File: src/rtl/fifo_word_packer_pkg.sv
// Shared constants and state encoding for the FIFO word packer.
package fifo_word_packer_pkg;

    localparam int unsigned BYTE_W         = 8;
    localparam int unsigned DEF_WORD_BYTES = 2;
    localparam int unsigned DEF_BACKOFF    = 3;
    localparam int unsigned BO_W           = 4;

    typedef enum logic [1:0] {
        ST_IDLE    = 2'd0,
        ST_READ    = 2'd1,
        ST_BACKOFF = 2'd2
    } state_e;

    // Width able to hold 0..word_bytes (lane count plus one in-flight byte).
    function automatic int unsigned cnt_width(input int unsigned word_bytes);
        return $clog2(word_bytes + 1);
    endfunction

endpackage

File: src/rtl/fifo_word_packer_byte_assembler.sv
// Lane register array: collects bytes little-endian and flags the completing byte.
module byte_assembler
    import fifo_word_packer_pkg::*;
#(
    parameter int unsigned  WORD_BYTES = DEF_WORD_BYTES,
    localparam int unsigned CNT_W      = cnt_width(WORD_BYTES)
) (
    input  logic                                clk,
    input  logic                                rst,
    input  logic                                clr,
    input  logic                                cap_en,
    input  logic [BYTE_W-1:0]                   din,
    output logic [CNT_W-1:0]                    cnt,
    output logic                                partial,
    output logic [WORD_BYTES-1:0][BYTE_W-1:0]   word_c,
    output logic                                done_c
);

    logic [WORD_BYTES-1:0][BYTE_W-1:0] lane_q, lane_d;
    logic [CNT_W-1:0]                  cnt_q, cnt_d;
    logic                              partial_q, partial_d;

    // Write the incoming byte into lane cnt; wrap cnt when the word is complete.
    always_comb begin
        lane_d = lane_q;
        cnt_d  = cnt_q;
        done_c = 1'b0;
        if (clr) begin
            cnt_d = '0;
        end else if (cap_en) begin
            for (int unsigned i = 0; i < WORD_BYTES; i++) begin
                if (cnt_q == CNT_W'(i)) begin
                    lane_d[i] = din;
                end
            end
            if (cnt_q == CNT_W'(WORD_BYTES - 1)) begin
                done_c = 1'b1;
                cnt_d  = '0;
            end else begin
                cnt_d = cnt_q + CNT_W'(1);
            end
        end
        partial_d = (cnt_d != '0);
    end

    // The completed word includes the byte arriving this cycle.
    assign word_c  = lane_d;
    assign cnt     = cnt_q;
    assign partial = partial_q;

    // Lane, count and partial-flag registers.
    always_ff @(posedge clk) begin
        if (rst) begin
            lane_q    <= '0;
            cnt_q     <= '0;
            partial_q <= 1'b0;
        end else begin
            lane_q    <= lane_d;
            cnt_q     <= cnt_d;
            partial_q <= partial_d;
        end
    end

endmodule

File: src/rtl/fifo_word_packer.sv
// Polls a byte FIFO, packs bytes little-endian into words, presents them valid/ready.
module fifo_word_packer
    import fifo_word_packer_pkg::*;
#(
    parameter int unsigned  WORD_BYTES = DEF_WORD_BYTES,
    parameter int unsigned  BACKOFF    = DEF_BACKOFF,
    localparam int unsigned OUT_W      = BYTE_W * WORD_BYTES
) (
    input  logic              clk,
    input  logic              rst,
    input  logic              enable,
    input  logic              flush,
    output logic              fifo_ren,
    input  logic [BYTE_W-1:0] fifo_dout,
    input  logic              fifo_error,
    output logic [OUT_W-1:0]  out_data,
    output logic              out_valid,
    input  logic              out_ready,
    output logic              partial
);

    localparam int unsigned     CNT_W   = cnt_width(WORD_BYTES);
    localparam logic [BO_W-1:0] BO_LOAD = BO_W'(BACKOFF - 1);

    state_e                            state_q, state_d;
    logic                              pending_q, pending_d;
    logic [BO_W-1:0]                   bo_q, bo_d;
    logic                              out_valid_q, out_valid_d;
    logic [OUT_W-1:0]                  out_data_q, out_data_d;

    logic [CNT_W-1:0]                  cnt;
    logic [CNT_W-1:0]                  slot_c;
    logic                              err_c;
    logic                              cap_en_c;
    logic                              room_c;
    logic                              ren_c;
    logic                              word_done_c;
    logic [WORD_BYTES-1:0][BYTE_W-1:0] word_c;

    // Lane storage and byte count.
    byte_assembler #(
        .WORD_BYTES (WORD_BYTES)
    ) u_asm (
        .clk     (clk),
        .rst     (rst),
        .clr     (flush),
        .cap_en  (cap_en_c),
        .din     (fifo_dout),
        .cnt     (cnt),
        .partial (partial),
        .word_c  (word_c),
        .done_c  (word_done_c)
    );

    // Slot counts the byte in flight so the final-byte read is only issued with a free output.
    always_comb begin
        slot_c   = cnt + CNT_W'(pending_q);
        err_c    = pending_q && fifo_error;
        cap_en_c = pending_q && !fifo_error && !flush;
        room_c   = (slot_c < CNT_W'(WORD_BYTES - 1)) ||
                   ((slot_c == CNT_W'(WORD_BYTES - 1)) && (!out_valid_q || out_ready));
    end

    // Next-state, read strobe and output register logic.
    always_comb begin
        state_d     = state_q;
        bo_d        = bo_q;
        ren_c       = 1'b0;
        out_valid_d = out_valid_q && !out_ready;
        out_data_d  = out_data_q;

        if (word_done_c) begin
            out_valid_d = 1'b1;
            out_data_d  = word_c;
        end

        if (flush) begin
            state_d = enable ? ST_READ : ST_IDLE;
            bo_d    = '0;
        end else if (err_c) begin
            // The error cycle itself is the first idle cycle of the back-off.
            if (BACKOFF > 1) begin
                state_d = ST_BACKOFF;
                bo_d    = BO_LOAD;
            end else begin
                state_d = enable ? ST_READ : ST_IDLE;
                bo_d    = '0;
            end
        end else begin
            case (state_q)
                ST_IDLE: begin
                    if (enable) begin
                        state_d = ST_READ;
                    end
                end
                ST_READ: begin
                    if (!enable) begin
                        state_d = ST_IDLE;
                    end else begin
                        ren_c = room_c;
                    end
                end
                ST_BACKOFF: begin
                    if (bo_q <= BO_W'(1)) begin
                        state_d = enable ? ST_READ : ST_IDLE;
                        bo_d    = '0;
                    end else begin
                        bo_d = bo_q - BO_W'(1);
                    end
                end
                default: begin
                    state_d = ST_IDLE;
                end
            endcase
        end

        if (rst) begin
            ren_c = 1'b0;
        end
        pending_d = ren_c;
    end

    assign fifo_ren  = ren_c;
    assign out_valid = out_valid_q;
    assign out_data  = out_data_q;

    // State, in-flight flag, back-off counter and output registers.
    always_ff @(posedge clk) begin
        if (rst) begin
            state_q     <= ST_IDLE;
            pending_q   <= 1'b0;
            bo_q        <= '0;
            out_valid_q <= 1'b0;
            out_data_q  <= '0;
        end else begin
            state_q     <= state_d;
            pending_q   <= pending_d;
            bo_q        <= bo_d;
            out_valid_q <= out_valid_d;
            out_data_q  <= out_data_d;
        end
    end

endmodule

File: config.mk
export PLATFORM = sky130hd
export DESIGN_NAME = fifo_word_packer
export DESIGN_NICKNAME = d
export VERILOG_FILES = /design/src/rtl/fifo_word_packer_pkg.sv /design/src/rtl/fifo_word_packer_byte_assembler.sv /design/src/rtl/fifo_word_packer.sv
export SDC_FILE = /design/constraint.sdc
export NUM_CORES = 1
export LEC_CHECK = 0
export ABC_AREA = 1
export CAP_MARGIN = 40
export CORE_MARGIN = 10
export CORE_UTILIZATION = 38
export CTS_BUF_LIST = sky130_fd_sc_hd__clkbuf_4 sky130_fd_sc_hd__clkbuf_8
export DETAILED_ROUTE_END_ITERATION = 16
export GPL_TIMING_DRIVEN = 0
export PLACE_DENSITY = 0.66
export SYNTH_ARGS = -nofsm -noshare
export SYNTH_HDL_FRONTEND = slang
export SYNTH_SLANG_ARGS = --single-unit
File: constraint.sdc
create_clock -name clk -period 3.4 [get_ports clk]
set_input_delay 0.51 -clock clk [delete_from_list [all_inputs] [get_ports clk]]
set_output_delay 0.51 -clock clk [all_outputs]
set_load 0.05 [all_outputs]
Word level (Yosys, flattened, before mapping):

Index checks and enable logic that the tools add are counted.

* register bits: 43
* input port bits: 14
* logic and storage cells: 66
* output and inout bits: 19

* reduce and logical (&&, ||, !) cells: 18
* $lt $le $gt $ge: 2
* eq/ne operators: 7
* $add $sub $neg: 3
* muxes and demuxes: 26

Operators by type and width (number)
* $mux 16: 2
* $mux 2: 10
* $mux 8: 2
* $ne 4x4->1 const B: 3
* $mux 1: 10
* $eq 2x1->1 const B: 3
* $pmux 2 s3: 1
* $logic_and 1x1->1: 5
* $le 4x1->1 const B: 1
* $logic_not 1->1: 4
* $logic_not 2->1: 2
* $mux 4: 1
* $reduce_bool 2->1: 2
* $sub 4x1->4 const B: 1
* $reduce_and 3->1: 1
* $reduce_or 3->1: 1
* $add 2x1->2: 1
* $add 2x1->2 const B: 1
* $eq 2x2->1 const B: 1
* $logic_or 1x1->1: 2
* $lt 2x1->1 const B: 1
* $reduce_or 2->1: 1

Depth between registers and ports, before layout:

* depth after elaboration: 9
* mapped depth: 10
* depth with buffers taken out: 10

Hierarchy:

Synthesis repeated with hierarchy kept, for this count alone.

* cells, all modules: 278
* area total of the unflattened synthesis: 1918.1 um^2

Modules (own cells, without submodules)
* fifo_word_packer: area an instance 1007.2 um^2, cells each 137, instances 1, seq. area each 480.5 um^2
* byte_assembler: area an instance 910.9 um^2, cells each 141, instances 1, seq. area each 380.4 um^2

Least setup slack after synthesis:

OpenSTA, ideal clock, no wires.

* kind: register to output
* from: reg pending_q
* to: out fifo_ren
* slack: 1.472 ns
* stages on the path, launching flop included: 5
* arrival time: 1.418 ns
* buffers on the path: 0
* required time: 2.890 ns
* path through: dfxtp_1 > ha_1 > nand3_1 > nand3_1 > nor2_1

* word-level cells in the longest chain between the ends: 9
* elaborated cells on any way between the ends: 11

Ends and longest elaborated chain
* from (decl): line fifo_word_packer.sv:26 `logic pending_q, pending_d;`
* from (signal assigned): line fifo_word_packer.sv:137 `pending_q <= pending_d;`
* $add 2x1->2: line fifo_word_packer.sv:57 `slot_c = cnt + CNT_W'(pending_q);`
* $eq 2x1->1: line fifo_word_packer.sv:61 `((slot_c == CNT_W'(WORD_BYTES - 1)) && (!out_valid_q || out_ready));`
* $logic_and 1x1->1: line fifo_word_packer.sv:61
* $logic_or 1x1->1: line fifo_word_packer.sv:60 `room_c = (slot_c < CNT_W'(WORD_BYTES - 1)) ||`
* $mux 1: line fifo_word_packer.sv:97 `if (!enable) begin`
* $mux 1: line fifo_word_packer.sv:90 `case (state_q)`
* $mux 1 (*): line fifo_word_packer.sv:80 `end else if (err_c) begin`
* $mux 1 (*): line fifo_word_packer.sv:77 `if (flush) begin`
* $mux 1 (*): line fifo_word_packer.sv:117 `if (rst) begin`
* to (decl): line fifo_word_packer.sv:13 `output logic fifo_ren,`

Every way passes the cells marked *; elsewhere a longest branch is shown, timed or not.

Worst setup path after layout:

* from: in flush
* to: out fifo_ren

* word-level cells in the longest chain between the ends: 2

Ends and longest elaborated chain
* from (decl): line fifo_word_packer.sv:12 `input logic flush,`
* $mux 1: line fifo_word_packer.sv:77
* $mux 1: line fifo_word_packer.sv:117

No other way between the ends.

==> run metrics <==
final hold vios 0; post-route ant nets 0; htree depth 2; clock buffer depth 2; Final Skew 0.00758 ns; Layout Nets 260; Initial Util 40.0%; Pre-antenna DRT Iters 4; leak pwr 0.000848 uW; #FFs+latches synth 35; power consumption 850 uW; outcome finished clean; Avg Cell Area, Syn 7.29 um2; vias in the first global route 1292; Hold WC Path Type reg -> reg; clock network power share 46.0%; die width 82.6 um; Max IR drop VDD 0.268 mV; CP Class in -> out; number of remaining DRC errors 0; max-slew violation count 0; RSZ-0062 raised after global routing no; CP Data Required Time 2.89 ns; sequential share of the synthesized area 47.1%; initial antenna violation count 0; Crit Path Max Fanout 4; DR iter-0 viols 41; final instance area 1980 um2; GRT Overall Usage 10.9%; core area 3720 um2; Setup-failing EPs final 0; height of the chip 82.6 um; die area 6820 um2; pwr/cell area 428 nW/um2; CP startpoint kind input pin; Final Cycle Share 80.6%; Ports 33; Rel. slew slack 64.8%; worst-path cell chain clkdlybuf4s50_1 -> nor2_1 -> nand2_1 -> nor2_1 -> clkdlybuf4s50_1; power share of the combinational group 5.4%; Ys Warns 0; CTS root buffer clkbuf_8; worst slew pin tran 0.527 ns; switch share 22.8%; count of buffers from port buffering 32; Detailed Route WL 3.36 mm; Core Rows 22; CTS tree yes; Synth Cell Area 1490 um2; DR WL/cell 11.5 um; Clock Latency Late Sink 0.30 ns; Critical Path AT 2.23 ns; Syn-to-layout area delta 33.4%; Crit-path slowest cell clkdlybuf4s50_1; global-route wire length before repair 5.71 mm; Num CTS Buffers 5; total grt overflow 0; clk sinks 35; fmax 0.365 GHz; setup TNS 0 ns; min Tclk post-route 2.74 ns; Post-CTS Setup Repair Bufs 0; Detail Placement HPWL 2.52 mm; CTS clock-pin slew for the worst setup and hold paths 0.08 ns; sequential power share 48.6%; syn_nets 221; share of cells above drive strength 1 8.61%; vias 1344; Critical path buffers and inverters 2; RD Place Congestion 0.789; Psw 194 uW; hold_buf cts 0; CTS resizes 0; total of max-cap violations 0; Vias per Instance 4.60; Critical Path Sink Type output port; Cells after Synth 204; Internal 656 uW; CP max stage delay 0.81 ns; antenna fix cells 0; pin count of the biggest net entering global routing 14; Crit path max-delay family buffers and inverters; Unique masters post-synth 25; placed cell area 1870 um2
[power groups by stage]
| stage | clock, uW | sequential, uW | combinational [uW] |
|---|---|---|---|
| 2_1_floorplan | 0 | 423 | 22.2 |
| 3_3_place_gp | 0 | 423 | 45.7 |
| 3_5_place_dp | 0 | 423 | 46.1 |
| 4_1_cts | 403 | 413 | 46.4 |
| 5_1_grt | 413 | 414 | 52.1 |
| 6_report | 390 | 413 | 45.9 |
[kinds of logic (layout without fill, tap and decap cells)]
group                      after synthesis  after routing  share of synthesized area (%)
AOI/OAI and AO/OA                       28             28                           10.0
and+or+nand+nor                        105            105                           30.3
xor gates and xnor gates                 2              2                           1.18
adders and majority gates                3              3                           2.52
DFF                                     35             35                           47.1
buffers and inverters                   31             71                           8.91
[cell usage in the layout, fill, tap and decap left out, drive strengths merged, types with 2 or more instances in the layout]
cell type / instances
nor2: 46
clkbuf: 6
nor3: 2
clkdlybuf4s50: 32
inv: 27
nand3: 12
nand2: 44
o21ai: 11
buf: 4
dfxtp: 35
ha: 3
a21oi: 13
[cells in the mapped netlist, drive strengths merged]
cell    number  area [um2]
ha           3        37.5
clkbuf       1        3.75
and3         1        6.26
buf          4        31.3
nor3         2        10.0
o21bai       1        7.51
xnor2        1        8.76
dfxtp       35         701
nand3       12        65.1
o21a         1        7.51
nand2       44         173
a21oi       13        65.1
xor2         1        8.76
a31oi        1        6.26
a211oi       1        7.51
inv         26        97.6
o21ai       11        55.1
nor2        46         196
[worst register-to-register path, stage by stage (launching register included)]
cell and delay, ns:
dfxtp_1 0.36, inv_1 0.07, nor2_1 0.32, inv_1 0.11, o21bai_1 0.27, nor3_1 0.10
[sequential cells by signal (all words and copies together), names as in the netlist]
name,flops
state_q,2
u_asm.lane_q,8
u_asm.cnt,2
out_data,16
out_valid,1
bo_q,4
pending_q,1
u_asm.partial,1
[worst paths after layout]
path / start / end / slack [ns] / cells past startpoint
max: flush / fifo_ren / 0.66 / 5
min: u_asm.lane_q[2]$_SDFF_PP0_ / u_asm.lane_q[2]$_SDFF_PP0_ / 0.48 / 2
max reg2reg: state_q[1]$_SDFFE_PP0P_ / bo_q[3]$_SDFFE_PP0N_ / 2.08 / 5
min reg2reg: u_asm.lane_q[2]$_SDFF_PP0_ / u_asm.lane_q[2]$_SDFF_PP0_ / 0.48 / 2
[per-stage QoR]
step	hold WS [ns]	worst slack [ns]	cells	utilization [%]
after floorplan	0.453	1.47	204	-
after global placement	0.461	0.629	284	50.3
after detailed placement	0.471	0.647	284	50.3
after CTS	0.482	0.643	292	53.4
after global routing	0.504	0.525	292	53.4
final	0.480	0.660	292	53.4
[layout make-up]
class,instances,area [um2]
plain buffers,5,35.0
clock buffers,5,68.8
clock inverters,3,47.5
fillers,394,1730
inverters,26,97.6
multi-input cells,138,654
flip-flops and latches,35,701
well taps,48,60.1
repair buffers,32,320
[per-layer routing]
layer | part of all wire (%) | track usage [%] | routed length (um) | vias up
met4 | 1.8 | 4.52 | 61 | 0
met3 | 9.4 | 6.48 | 316 | 5
met1 | 44 | 11.7 | 1470 | 598
met5 | 0 | 0 | 0 | -
li1 | - | - | - | 711
met2 | 45 | 17.2 | 1510 | 30
Power figures use the tool's default switching activity.
